<file path="src/rtl/dffram_arbiter.sv">
// dffram_arbiter: shares one single-port 256x32 DFFRAM between an instruction
// fetch port (read-only) and a data port (byte-masked read/write).
// At most one RAM access per cycle. Round-robin priority resolves conflicts.
// Each grant produces a one-cycle response pulse on the following cycle.
//
// Ports
//   CLK, RSTn            clock, asynchronous active-low reset
//   i_req/i_addr         instruction request (held until i_gnt)
//   i_gnt                instruction grant, combinational
//   i_rvalid/i_rdata     instruction response, one cycle after grant
//   d_req/d_addr/d_we/d_wdata  data request (held until d_gnt)
//   d_gnt                data grant, combinational
//   d_rvalid/d_rdata     data response or write ack, one cycle after grant
//   ram_EN/WE/A/Di/Do    RAM macro port (Do valid the cycle after access)
//   conflict_cnt         saturating count of cycles with both requests high
module dffram_arbiter #(
  parameter int unsigned AW = 8,
  parameter int unsigned CW = 16
) (
  input  logic          CLK,
  input  logic          RSTn,

  input  logic          i_req,
  input  logic [AW-1:0] i_addr,
  output logic          i_gnt,
  output logic          i_rvalid,
  output logic [31:0]   i_rdata,

  input  logic          d_req,
  input  logic [AW-1:0] d_addr,
  input  logic [3:0]    d_we,
  input  logic [31:0]   d_wdata,
  output logic          d_gnt,
  output logic          d_rvalid,
  output logic [31:0]   d_rdata,

  output logic          ram_EN,
  output logic [3:0]    ram_WE,
  output logic [AW-1:0] ram_A,
  output logic [31:0]   ram_Di,
  input  logic [31:0]   ram_Do,

  output logic [CW-1:0] conflict_cnt
);

  localparam logic [CW-1:0] CNT_MAX = '1;

  // Which port wins the next conflict.
  typedef enum logic {
    PRIO_I = 1'b0,
    PRIO_D = 1'b1
  } prio_t;

  // Port tag of the outstanding response.
  typedef enum logic {
    PORT_I = 1'b0,
    PORT_D = 1'b1
  } port_t;

  prio_t         prio_q,       prio_d;
  port_t         resp_port_q,  resp_port_d;
  logic          resp_valid_q, resp_valid_d;
  logic [CW-1:0] cnt_q,        cnt_d;
  logic          both_req;

  // State registers.
  always_ff @(posedge CLK or negedge RSTn) begin
    if (!RSTn) begin
      prio_q       <= PRIO_I;
      resp_port_q  <= PORT_I;
      resp_valid_q <= 1'b0;
      cnt_q        <= '0;
    end else begin
      prio_q       <= prio_d;
      resp_port_q  <= resp_port_d;
      resp_valid_q <= resp_valid_d;
      cnt_q        <= cnt_d;
    end
  end

  // Grant selection, RAM drive and next-state.
  always_comb begin
    i_gnt        = 1'b0;
    d_gnt        = 1'b0;
    ram_EN       = 1'b0;
    ram_WE       = 4'b0000;
    ram_A        = '0;
    ram_Di       = '0;
    prio_d       = prio_q;
    cnt_d        = cnt_q;
    resp_valid_d = 1'b0;
    resp_port_d  = resp_port_q;
    both_req     = i_req & d_req;

    // Grants are held off while reset is asserted.
    if (RSTn) begin
      if (both_req) begin
        if (prio_q == PRIO_I) begin
          i_gnt  = 1'b1;
          prio_d = PRIO_D;
        end else begin
          d_gnt  = 1'b1;
          prio_d = PRIO_I;
        end
        if (cnt_q != CNT_MAX) begin
          cnt_d = cnt_q + CW'(1);
        end
      end else if (i_req) begin
        i_gnt = 1'b1;
      end else if (d_req) begin
        d_gnt = 1'b1;
      end
    end

    // Di follows d_wdata whenever the RAM is enabled; WE gates it for I reads.
    if (i_gnt) begin
      ram_EN = 1'b1;
      ram_A  = i_addr;
      ram_Di = d_wdata;
    end else if (d_gnt) begin
      ram_EN = 1'b1;
      ram_A  = d_addr;
      ram_WE = d_we;
      ram_Di = d_wdata;
    end

    if (i_gnt || d_gnt) begin
      resp_valid_d = 1'b1;
      resp_port_d  = d_gnt ? PORT_D : PORT_I;
    end
  end

  // Response steering: RAM output is only forwarded to the port that owns it.
  assign i_rvalid     = resp_valid_q && (resp_port_q == PORT_I);
  assign d_rvalid     = resp_valid_q && (resp_port_q == PORT_D);
  assign i_rdata      = i_rvalid ? ram_Do : 32'h0;
  assign d_rdata      = d_rvalid ? ram_Do : 32'h0;
  assign conflict_cnt = cnt_q;

endmodule

</file>
<file path="config.mk">
export PLATFORM = sky130hd
export DESIGN_NAME = dffram_arbiter
export DESIGN_NICKNAME = d
export VERILOG_FILES = /design/src/rtl/dffram_arbiter.sv
export SDC_FILE = /design/constraint.sdc
export NUM_CORES = 1
export LEC_CHECK = 0
export ABC_AREA = 0
export CAP_MARGIN = 20
export CORE_MARGIN = 10
export CORE_UTILIZATION = 28
export DETAILED_ROUTE_END_ITERATION = 8
export GPL_ROUTABILITY_DRIVEN = 1
export PLACE_DENSITY_LB_ADDON = 0.15
export SYNTH_ARGS = -nofsm -noshare
export SYNTH_HDL_FRONTEND = slang
export SYNTH_SLANG_ARGS = --single-unit
export TNS_END_PERCENT = 1
</file>
<file path="constraint.sdc">
create_clock -name CLK -period 3.3 [get_ports CLK]
set_clock_uncertainty 0.1 [all_clocks]
set_input_delay 0.33 -clock CLK [delete_from_list [all_inputs] [get_ports CLK]]
set_output_delay 0.33 -clock CLK [all_outputs]
set_load 0.02 [all_outputs]
</file>
# Word level (Yosys, flattened, before mapping)
# Cells that the tools add are included.
# totals
ramBits	0
wordCells	33
reg_bits	19
n_memories	0
mem_bits_ro	0
in_bits	88
output_inout_bits	129
latch_bits	0
# op_classes
n_div	0
n_mux	20
magnitude_cmp	0
n_reduce_logical	5
shifts	0
n_eq_ne	1
n_addsub	1
n_mul	0
bitwise	2
# op_table
op	n
32-bit 2-to-1 mux	4
16-bit by 1-bit adder with 16-bit output (second input constant)	1
8-bit 2-to-1 mux	2
16-bit != test (second input constant)	1
1-bit 2-to-1 mux	12
4-bit 2-to-1 mux	2
3-bit AND reduction	1
1-bit logical AND	2
2-bit AND reduction	1
1-bit bitwise AND	1
1-bit logical OR	1
1-bit NOT	1

# Depth between registers and ports, before layout
# logic_depth
ltp_word	6
ltp_mapped	6
depth_no_buf	5

# Worst setup path after synthesis
# Ideal clock, no wire load.
# synth_path
path_type	register -> register
start	reg cnt_q[0], in the netlist conflict_cnt[0]
end	reg cnt_q[12], in the netlist conflict_cnt[12]
n_path_buf	1
period_less_slack_ps	1953
path_stages_with_launch	7
setup_time_ps	125
slack_ps	1347
arrival_time_ps	1729
required_ps	3075
path_cell_list	dfrtp_1 ha_1 nand3_1 or2_2 clkbuf_1 nor3_1 mux2_2
# synth_between
elab_chain_cells	2
elab_cells_between_ends	3
classes_between	1 x add/sub; 1 x eq/ne; 1 x reduce/logical
# synth_rtl
item	line	text
start, declared	63	logic [CW-1:0] cnt_q, cnt_d;
start signal, assigned	77	cnt_q <= cnt_d;
branches (longest 2 deep; another with 16-bit by 1-bit adder with 16-bit output)	--	
# Parallel ways; which one is timed is not known.
# A chain may end at the register's enable or synchronous reset.

# Final worst setup path
# layout_path
start	in RSTn
end	out ram_A[2]
# layout_between
elab_chain_cells	3
elab_cells_between_ends	4
classes_between	4 x mux
# layout_rtl
item	line	text
start, declared	21	input logic RSTn,
1-bit 2-to-1 mux	96	if (RSTn) begin
8-bit 2-to-1 mux	120	end else if (d_gnt) begin
8-bit 2-to-1 mux *	116	if (i_gnt) begin
end, declared	39	output logic [AW-1:0] ram_A,
# Mark *: on every way between the ends. The rest lies on a longest branch, timed or not.

==> metrics.md <==
| Metric | Value |
|---|---|
| Vias in the first global route | `approximately 2300` |
| Syn Std Cell Area | `1685 um^2` |
| Slew Viols, Final | `0` |
| Total Wirelength | `10.08 mm` |
| Worst-Skew Late Latency | `about 260 ps` |
| Total of fill cells in the finished design | `roughly 480` |
| Sinks on Clock Net | `19` |
| Data required time at the worst endpoint | `2870 ps` |
| Residual DRC | `0` |
| Post-detail-place hpwl | `8.741 mm` |
| Core box area | `approximately 6000 um^2` |
| Slew headroom | `0.5903` |
| CP startpoint kind | `input port` |
| First-pass GRT wire length | `14.79 mm` |
| H-tree levels | `1` |
| Synth top cells by count | `69 x and2_1, 32 x and3_1, 19 x dfrtp_1` |
| Slew of the pin with the lowest slew margin | `about 610 ps` |
| Max_cap viols | `0` |
| Longest Clk Path Bufs | `2` |
| Avg Cell Area, Syn | `8.181 um^2` |
| Yosys warning count | `0` |
| Hold Vio Cnt, Final | `0` |
| Status | `finished clean` |
| Routed WL per cell | `around 20 um` |
| Global placement routability congestion | `0.9368` |
| Top-area cell type share of the netlist area | `0.2821` |
| RSZ-0062 raised after global routing | `false` |
| Layout Utilization | `0.6777` |
| P_leak | `1.725 nW` |
| Post-Syn Instances | `206` |
| Setup Fix Bufs, Post-CTS | `0` |
| PwrDens | `307.3 nW/um^2` |
| Synth area leaders | `dfrtp_1 28%, and2_1 26%, and3_1 12%, xor2_1 6.8%, a22o_1 4.2%` |
| CP cell instances | `clkdlybuf4s50_1 -> buf_4 -> nand2_1 -> a21oi_1 -> buf_4 -> a22o_1 -> clkdlybuf4s50_1` |
| Share of cells above drive strength 1 | `0.04773` |
| Hold_ws | `between 300 and 400 ps` |
| CTS tree | `done` |
| Nets | `around 500` |
| CP max FO | `14` |
| Most frequent cell after synthesis | `and2_1` |
| Via count | `2285` |
| CP Capture Type | `output port` |
| Ys async rst share | `1.000` |
| Area Overhead vs Synth | `136.7%` |
| CP Class | `in -> out` |
| DR iter-0 viols | `102` |
| Post-synthesis cell type count | `31` |
| CP peak stage delay | `620 ps` |
| Final setup fails | `0` |
| Die Span X | `97.59 um` |
| Post-CTS sizing | `0` |
| Pre-Repair DR Iteration Count | `6` |
| Standard-cell rows | `28` |
| Tcrit/Tclk final | `0.8042` |
| Post-synth EDFFs | `0` |
| Worst VDD drop | `0.3469 mV` |
| Tmin final | `2654 ps` |
| Die Span Y | `97.59 um` |
| Fmax | `approximately 0.38 GHz` |
| Clock buffer count from CTS | `3` |
| Min-delay worst type | `in -> async` |
| Ports | `between 200 and 250` |
| CP max-delay cell | `clkdlybuf4s50_1` |
| Pre-CTS WS | `between 600 and 700 ps` |
| Post-synth top area cell | `dfrtp_1` |
| Top FF cell, synth | `dfrtp_1` |
| Syn Nets | `295` |
| Initial antenna violation count | `0` |
| DRT antenna net count | `0` |
| Setup TNS Final | `0 ps` |
| Hold Buf Count CTS | `0` |
| Placed cells | `490` |
| Number of synthesized register bits | `19` |
| Crit path DAT | `2220 ps` |
| Final worst slack | `646.1 ps` |
| Die area | `9523 um^2` |
| CTS root buffer | `clkbuf_8` |
| Gr ovfl total | `0` |
| Register area share after synthesis | `0.2821` |
| Clock-pin slew on the worst setup and hold paths | `70 ps` |
| GRT Overall Usage | `0.1943` |
| Layout Cells excl Fill | `494` |
| Via density | `4.626` |
| N_diodes | `0` |
| Crit path max-delay family | `buffers and inverters` |
| IO buf count | `around 220` |
| Effective utilization at floorplan | `0.2864` |
| CP Buf/Inv Count | `4` |
| Largest net degree at the start of global routing | `35` |
worst reg2reg max path: stages (launching register included):
cell	delay (ps)
dfrtp_1	420
ha_1	190
nand3_1	150
or2_2	380
nor3_1	180
mux2_2	350
area by class of cell:
| class | count | area, um^2 | area share |
|---|---|---|---|
| clock buffer | 4 | 45.04 | 0.01129 |
| inverter | 2 | 7.507 | 0.001882 |
| multi-input combinational | 170 | 1145 | 0.2870 |
| sequential | 19 | 475.5 | 0.1192 |
| tap | 75 | 93.84 | 0.02353 |
| timing repair buffer | 224 | 2222 | 0.5571 |
cell usage in the layout (no fill, tap or decap), types with 2 or more instances in the layout:
cell / count
clkdlybuf4s50_1: 216
and2_1: 69
and3_1: 32
dfrtp_1: 19
xor2_1: 13
a22o_1: 8
nor3_1: 8
buf_4: 8
nand2_1: 7
nand3_1: 4
clkbuf_8: 3
a21oi_1: 2
inv_1: 2
nand4_2: 2
nand4_1: 2
mux2_2: 2
and4_1: 2
nor4_1: 2
nor3b_1: 2
nor2_1: 2
o21ai_0: 2
worst paths after layout:
check | startpoint | endpoint | slack (ps) | cells past startpoint
worst max-delay path | RSTn | ram_A[2] | 650 | 7
max in group asynchronous | RSTn | conflict_cnt[1] | 2520 | 2
worst max register to register | conflict_cnt[0] | conflict_cnt[12] | 1410 | 5
worst min register to register | conflict_cnt[15] | conflict_cnt[15] | 400 | 1
min in group CLK | conflict_cnt[15] | conflict_cnt[15] | 400 | 1
worst min-delay path | RSTn | conflict_cnt[3] | 370 | 2
metal layers:
metal,part of all wire,track usage,up-vias,wire length (um)
met1,0.38,0.1997,1017,3796
met3,0.12,0.1088,5,1205
li1,-,-,1129,-
met4,0.0040,0.01566,0,40
met5,0,0,-,0
met2,0.50,0.3485,134,5037
stage by stage:
step / cell area [um^2] / power [mW]
3_3_place_gp: 3944 / 1.065
2_1_floorplan: 1685 / 0.6437
6_report: 3989 / 1.226
4_1_cts: 3989 / 1.236
5_1_grt: 3989 / 1.296
3_5_place_dp: 3944 / 1.071
kinds of logic after synthesis:
kind of cell / share of synthesized area
and+or+nand+nor: 0.5234
DFF: 0.2821
buffers and inverters: 0.03860
AOI/OAI and AO/OA: 0.06237
xor gates and xnor gates: 0.07276
muxes: 0.01336
adders and majority gates: 0.007423
power breakdown:
part / internal [mW] / switching, mW / total (mW)
clock: 0.0859 / 0.0783 / 0.164
combinational: 0.385 / 0.346 / 0.731
sequential: 0.275 / 0.0557 / 0.331
registers in the layout, summed over array words and instances, names as in the netlist:
name,flops
conflict_cnt,16
prio_q,1
resp_port_q,1
resp_valid_q,1
Power figures use the tool's default switching activity.
